<file path="src/rtl/isa_fetch_if.sv">
// Fetch-stage bus bundle: instruction memory port, decode handshake
// and execute redirect, seen from the fetch stage (master) side.
interface isa_fetch_if #(
    parameter int AW = 10,
    parameter int DW = 16
);
    logic          imem_en;
    logic [AW-1:0] imem_addr;
    logic [DW-1:0] imem_rdata;
    logic [DW-1:0] instr;
    logic [AW-1:0] pc_out;
    logic          instr_valid;
    logic          instr_ready;
    logic          redirect_valid;
    logic [AW-1:0] redirect_pc;
    logic          halted;

    modport master (
        output imem_en,
        output imem_addr,
        input  imem_rdata,
        output instr,
        output pc_out,
        output instr_valid,
        input  instr_ready,
        input  redirect_valid,
        input  redirect_pc,
        output halted
    );

    modport slave (
        input  imem_en,
        input  imem_addr,
        output imem_rdata,
        input  instr,
        input  pc_out,
        input  instr_valid,
        output instr_ready,
        output redirect_valid,
        output redirect_pc,
        input  halted
    );
endinterface

</file>
<file path="src/rtl/isa_fetch.sv">
// Instruction fetch stage: PC, sync-read imem issue, 2-entry response
// queue toward decode, redirect flush and sticky HALT detection.
module isa_fetch #(
    parameter int            AW          = 10,
    parameter int            DW          = 16,
    parameter logic [AW-1:0] RESET_PC    = '0,
    parameter logic [3:0]    HALT_OPCODE = 4'hF
) (
    input logic        clk,
    input logic        reset,
    isa_fetch_if.master bus
);
    localparam logic [0:0] RUN  = 1'b0;
    localparam logic [0:0] HALT = 1'b1;

    logic [0:0]    state;
    logic [AW-1:0] fetch_pc;
    logic [1:0]    count;
    logic          inflight;
    logic [AW-1:0] inflight_pc;
    logic [AW-1:0] q_pc   [0:1];
    logic [DW-1:0] q_data [0:1];

    logic          transfer;
    logic          halt_xfer;
    logic          room;
    logic          issue;
    logic [1:0]    n_count;
    logic [AW-1:0] n_pc   [0:1];
    logic [DW-1:0] n_data [0:1];

    assign transfer  = bus.instr_valid & bus.instr_ready;
    assign halt_xfer = transfer &&
                       (bus.instr[DW-1:DW-4] == HALT_OPCODE);
    assign room      = (count + {1'b0, inflight}) < 2'd2;
    assign issue     = !reset && (state == RUN) &&
                       !bus.redirect_valid && (room || transfer);

    assign bus.imem_en     = issue;
    assign bus.imem_addr   = fetch_pc;
    assign bus.instr       = q_data[0];
    assign bus.pc_out      = q_pc[0];
    assign bus.instr_valid = (count != 2'd0);
    assign bus.halted      = (state == HALT);

    // Pop shifts the head forward; the arriving word lands right behind
    // whatever survives the pop, so push and pop together keep occupancy.
    always_comb begin
        n_count = count;
        n_pc    = q_pc;
        n_data  = q_data;
        if (transfer) begin
            n_pc[0]   = q_pc[1];
            n_data[0] = q_data[1];
            n_count   = count - 2'd1;
        end
        if (inflight) begin
            n_pc[n_count[0]]   = inflight_pc;
            n_data[n_count[0]] = bus.imem_rdata;
            n_count            = n_count + 2'd1;
        end
    end

    always_ff @(posedge clk) begin
        if (reset) begin
            state       <= RUN;
            fetch_pc    <= RESET_PC;
            count       <= 2'd0;
            inflight    <= 1'b0;
            inflight_pc <= '0;
            q_pc        <= '{default: '0};
            q_data      <= '{default: '0};
        end else begin
            inflight    <= issue;
            inflight_pc <= fetch_pc;
            if (state == HALT) begin
                count    <= 2'd0;
                inflight <= 1'b0;
            end else if (halt_xfer) begin
                state    <= HALT;
                count    <= 2'd0;
                inflight <= 1'b0;
            end else if (bus.redirect_valid) begin
                count    <= 2'd0;
                fetch_pc <= bus.redirect_pc;
            end else begin
                count  <= n_count;
                q_pc   <= n_pc;
                q_data <= n_data;
                if (issue)
                    fetch_pc <= fetch_pc + AW'(1);
            end
        end
    end
endmodule

</file>
<file path="src/flat_wrapper.sv">
// flat-port wrapper written by rule: the top's interface ports become plain ports
module isa_fetch_flat 
#(
    parameter int            AW          = 10,
    parameter int            DW          = 16,
    parameter logic [AW-1:0] RESET_PC    = '0,
    parameter logic [3:0]    HALT_OPCODE = 4'hF
)
  (clk, reset, bus_imem_en, bus_imem_addr, bus_imem_rdata, bus_instr, bus_pc_out, bus_instr_valid, bus_instr_ready, bus_redirect_valid, bus_redirect_pc, bus_halted);
  isa_fetch_if #(.AW(AW), .DW(DW)) bus_i ();
  input logic clk;
  input logic reset;
  output wire logic [$bits(bus_i.imem_en)-1:0] bus_imem_en;
  output wire logic [$bits(bus_i.imem_addr)-1:0] bus_imem_addr;
  input wire logic [$bits(bus_i.imem_rdata)-1:0] bus_imem_rdata;
  output wire logic [$bits(bus_i.instr)-1:0] bus_instr;
  output wire logic [$bits(bus_i.pc_out)-1:0] bus_pc_out;
  output wire logic [$bits(bus_i.instr_valid)-1:0] bus_instr_valid;
  input wire logic [$bits(bus_i.instr_ready)-1:0] bus_instr_ready;
  input wire logic [$bits(bus_i.redirect_valid)-1:0] bus_redirect_valid;
  input wire logic [$bits(bus_i.redirect_pc)-1:0] bus_redirect_pc;
  output wire logic [$bits(bus_i.halted)-1:0] bus_halted;
  assign bus_imem_en = bus_i.imem_en;
  assign bus_imem_addr = bus_i.imem_addr;
  assign bus_i.imem_rdata = bus_imem_rdata;
  assign bus_instr = bus_i.instr;
  assign bus_pc_out = bus_i.pc_out;
  assign bus_instr_valid = bus_i.instr_valid;
  assign bus_i.instr_ready = bus_instr_ready;
  assign bus_i.redirect_valid = bus_redirect_valid;
  assign bus_i.redirect_pc = bus_redirect_pc;
  assign bus_halted = bus_i.halted;
  isa_fetch #(.AW(AW), .DW(DW), .RESET_PC(RESET_PC), .HALT_OPCODE(HALT_OPCODE)) u_core (.clk(clk), .reset(reset), .bus(bus_i));
endmodule
</file>
<file path="config.mk">
export PLATFORM = sky130hd
export DESIGN_NAME = isa_fetch_flat
export DESIGN_NICKNAME = d
export VERILOG_FILES = /design/src/rtl/isa_fetch_if.sv /design/src/rtl/isa_fetch.sv /design/src/flat_wrapper.sv
export SDC_FILE = /design/constraint.sdc
export NUM_CORES = 1
export LEC_CHECK = 0
export ABC_AREA = 1
export CAP_MARGIN = 0
export CELL_PAD_IN_SITES_DETAIL_PLACEMENT = 0
export CELL_PAD_IN_SITES_GLOBAL_PLACEMENT = 2
export CORE_MARGIN = 2
export CORE_UTILIZATION = 30
export DETAILED_ROUTE_END_ITERATION = 10
export GPL_TIMING_DRIVEN = 0
export HOLD_SLACK_MARGIN = 0.06
export PLACE_DENSITY = 0.94
export SLEW_MARGIN = 30
export SYNTH_ARGS = -nofsm -noshare
export SYNTH_HDL_FRONTEND = slang
export SYNTH_SLANG_ARGS = --single-unit
</file>
<file path="constraint.sdc">
create_clock -name clk -period 4.8 [get_ports clk]
set_input_delay 0.96 -clock clk [delete_from_list [all_inputs] [get_ports clk]]
set_output_delay 0.96 -clock clk [all_outputs]
set_load 0.01 [all_outputs]
</file>
=== Word-level counts from Yosys, hierarchy flattened ===
Index checks and enable logic that the tools add are counted.

* Bits of input ports: 30
* Register bits after elaboration: 76
* Word-level logic and storage cells: 53
* Output and inout bits: 39

* Reduce and logical (&&, ||, !) cells: 15
* Bitwise operators: 5
* Eq/ne operators: 1
* Order comparisons: 3
* Add/subtract/negate cells: 4
* Multiplexer cells: 16

{| class="wikitable"
|+ Operator list
! kind !! count
|-
| $mux W10 || 4
|-
| $bwmux W32 || 1
|-
| $mux W16 || 2
|-
| $mux W32 || 1
|-
| $bwmux W20 || 1
|-
| $mux W20 || 1
|-
| $demux W16 S1 || 1
|-
| $add A10 B1 Y10 const B || 1
|-
| $demux W10 S1 || 1
|-
| $reduce_and A3 Y1 || 2
|-
| $logic_and A1 B1 Y1 || 5
|-
| $eq A4 B4 Y1 const B || 1
|-
| $mux W2 || 2
|-
| $reduce_and A4 Y1 || 1
|-
| $reduce_bool A2 Y1 || 2
|-
| $reduce_or A4 Y1 || 1
|-
| $not A1 Y1 || 3
|-
| $reduce_or A3 Y1 || 1
|-
| $add A2 B1 Y2 || 1
|-
| $add A2 B1 Y2 const B || 1
|-
| $ge A2 B2 Y1 const B || 1
|-
| $logic_not A1 Y1 || 2
|-
| $lt A2 B1 Y1 const B || 1
|-
| $lt A2 B2 Y1 const B || 1
|-
| other kinds (5) || 6
|}

=== Logic depth before layout (Yosys ltp) ===
* Depth in word-level cells: 10
* Depth in mapped cells: 12

=== Worst setup path after synthesis ===
Ideal clock, no wire load.

* Path kind: in2out
* From: input port bus_redirect_valid
* To: output port bus_imem_en
* Path buffers: 1
* Stages on the path: 4
* Setup slack: 2.247 ns
* Arrival: 1.593 ns
* Required time: 3.840 ns
* Path through: buf_2 -> nor3_1 -> nand2_1 -> inv_1

* Word-level cells in the longest chain between the ends: 3

{| class="wikitable"
|+ Ends and longest elaborated chain
! item !! RTL line !! source
|-
| start: declaration || flat_wrapper.sv:20 || <nowiki>input wire logic [$bits(bus_i.redirect_valid)-1:0] bus_redirect_valid;</nowiki>
|-
| $logic_not A1 Y1 || isa_fetch.sv:37 || <nowiki>!bus.redirect_valid && (room || transfer);</nowiki>
|-
| $logic_and A1 B1 Y1 || isa_fetch.sv:36 || <nowiki>assign issue = !reset && (state == RUN) &&</nowiki>
|-
| $logic_and A1 B1 Y1 || isa_fetch.sv:37 ||
|-
| end: declaration || flat_wrapper.sv:13 || <nowiki>output wire logic [$bits(bus_i.imem_en)-1:0] bus_imem_en;</nowiki>
|}

No other way between the ends.

=== Worst setup path after layout ===
* From: input port bus_instr_ready
* To: output port bus_imem_en

* Word-level cells in the longest chain between the ends: 3

{| class="wikitable"
|+ Ends and longest elaborated chain
! item !! RTL line !! source
|-
| start: declaration || flat_wrapper.sv:19 || <nowiki>input wire logic [$bits(bus_i.instr_ready)-1:0] bus_instr_ready;</nowiki>
|-
| $and A1 B1 Y1 || isa_fetch.sv:32 || <nowiki>assign transfer = bus.instr_valid & bus.instr_ready;</nowiki>
|-
| $logic_or A1 B1 Y1 || isa_fetch.sv:37 ||
|-
| $logic_and A1 B1 Y1 || isa_fetch.sv:37 ||
|}

No other way between the ends.

==> impl_metrics.ini <==
[sta]
clock_skew_ns = 0.00463
setup_tns_ns = 0
fin_crit_ns = 3.50
worstMarginPinSlew_ns = 0.629
rsz0062_at_grt = false
setup_violations = 0
slew_viol_final = 0
max_clock_freq_mhz = 286
slew_headroom_pct = 58.0
period_share_pct = 73.0
finalHoldViolations = 0

[worst_setup_path]
r2r-end = u_core.bus.pc_out[7]$_SDFFE_PP0P_
cp-end-kind = output port
critPathRequiredTime_ns = 3.84
cp_data_arrival_time_ns = 2.54
path_max_fanout = 10
reg2reg_depth = 10
r2r_setup_slack_ns = 2.66
crit_type = in2out
setup.worst_path.start = bus_instr_ready
worstReg2RegStart = u_core.count[0]$_SDFF_PP0_
start_kind = primary input

[die]
dieArea_um2 = 14400
io_pins = 69
die_w_um = 120
initial_core_util_pct = 30.6
core_area_um2 = 13200
die_h_um = 120
rows = 42

[logic_synthesis]
yosys_warnings = 0
async_flop_share_pct = 0
synth_area_um2 = 4040
synth_top_area_cell = dfxtp_1
netlist_top_cells_area = dfxtp_1 38%, nand2_1 16%, nor2_1 12%
syn_area_per_cell_um2 = 6.27
synth_top_flop_cell = dfxtp_1
synth.top_cells.by_count = 170 x nand2_1, 134 x nor2_1, 76 x dfxtp_1, 75 x inv_1, 70 x nand3_1
ys_seq_area_share_pct = 37.7
yosysMostFrequentCell = nand2_1
syn_nets = 676
syn_inst = 644
netlist.area_leader.share_pct = 37.7
ys_ff_latch = 76
synth_edf_count = 0
ys_types = 25

[pwr]
p_leak_nw = 2.46
power_density_nw_per_um2 = 309
vdd_ir_drop_max_mv = 0.136

[clock_tree]
hold_buffers = 0
insertion_delay_ns = 0.34
postCtsSetupBuffers = 0
clockBufferDepth = 2
cts_tree = built
cts_buffers = 9
cts-root-buf = clkbuf_16
h-tree-depth = 3
cts.clk_slew.worst_paths_ns = 0.06
cts_resized = 0
clock-sinks = 76

[placed_design]
dp_hpwl_um = 8210
gp_routability_congestion = 0.855
numPortBuffers = 66
dpl-instance-area_um2 = 4920

[global_route]
grt_pass1_vias = 3847
grt_max_degree = 12
antenna_found_initial = 0
grt_pass1_wl_um = 19000
track_usage_pct = 16.7
grt-ovfl-total = 0

[layout]
fillers = 1393
drive_gt1_share_pct = 10.1
multi_input_area_um2 = 1870
stdcell_area_um2 = 5200
insertedDiodeCount = 0
nNetsFinal = 753
seq_area_um2 = 1520
syn_to_final_growth_pct = 28.8

[drt]
ant_nets = 0
dr.pass1.iters = 5
drt-total-wl_um = 11400
drc = 0
vias = 4045
drt_iter0_drc = 225
avgRoutedWirePerCell_um = 12.6
avgViaCountPerCell = 4.48

[outcome]
outcome = finished, final reports clean

[worst_hold_path]
hold_path_class = reg2reg
hold_depth = 2

[run]
maxCapViolCount = 0
## cell usage in the layout (no fill, tap or decap), types with 4 or more instances in the layout
master,instances
clkbuf_1,16
nand2_1,170
clkbuf_16,9
inv_1,75
nor2_1,134
buf_4,28
o21ai_0,19
buf_2,13
inv_2,4
nand3_1,70
a21oi_1,14
nand4_1,4
dfxtp_1,76
nand2_2,5
clkdlybuf4s50_1,66
## stage by stage
step	worst slack (ns)	util (%)	cells	total power [W]	hold slack (ns)
floorplan	2.25	-	644	0.000858	0.440
global placement	1.29	37.3	886	0.000967	0.449
detailed placement	1.31	37.3	886	0.000970	0.459
CTS	1.29	39.4	902	0.00163	0.472
global route	1.20	39.4	902	0.00168	0.489
finish	1.30	39.4	902	0.00160	0.468
## power by group
part / internal (W) / switching, W / leakage, nW
sequential: 0.000662 / 0.0000237 / 0.619
combinational: 0.000124 / 0.000146 / 1.70
clock: 0.000393 / 0.000257 / 0.140
## metal layers
metal,vias up,track usage (%),share of wire [%]
met5,-,0,0
met1,1822,22.7,48
met2,125,26.4,45
li1,2083,-,-
met4,0,6.54,1.8
met3,15,2.85,5.3
## critical path: stages
cell	delay [ns]
clkdlybuf4s50_1	0.51
nand2_2	0.17
nand3_1	0.18
nand2_1	0.10
inv_1	0.09
clkdlybuf4s50_1	0.54
## worst max path at each step
stage | end | slack (ns) | cells after the start
after global routing | bus_imem_en | 1.20 | 6
after global placement | bus_imem_en | 1.29 | 6
after CTS | bus_imem_en | 1.29 | 6
final | bus_imem_en | 1.30 | 6
after floorplan | bus_imem_en | 2.25 | 4
after detailed placement | bus_imem_en | 1.31 | 6
## cell families (layout without fill, tap and decap cells)
group           after synthesis  after routing  synth area share (%)
fa+ha+maj                     2              2                 0.620
buf+inv                     136            218                  16.0
compound gates               36             36                  4.53
simple gates                394            394                  41.1
flops                        76             76                  37.7
## final cells by class
class / count / area share [%]
timing repair buffer: 66 / 12.7
multi-input combinational: 432 / 35.9
inverter: 79 / 5.70
clock buffer: 15 / 5.34
buffer: 57 / 6.74
sequential: 76 / 29.3
tap: 176 / 4.23
clock inverter: 1 / 0.0962
(Power assumes the default switching activity.)
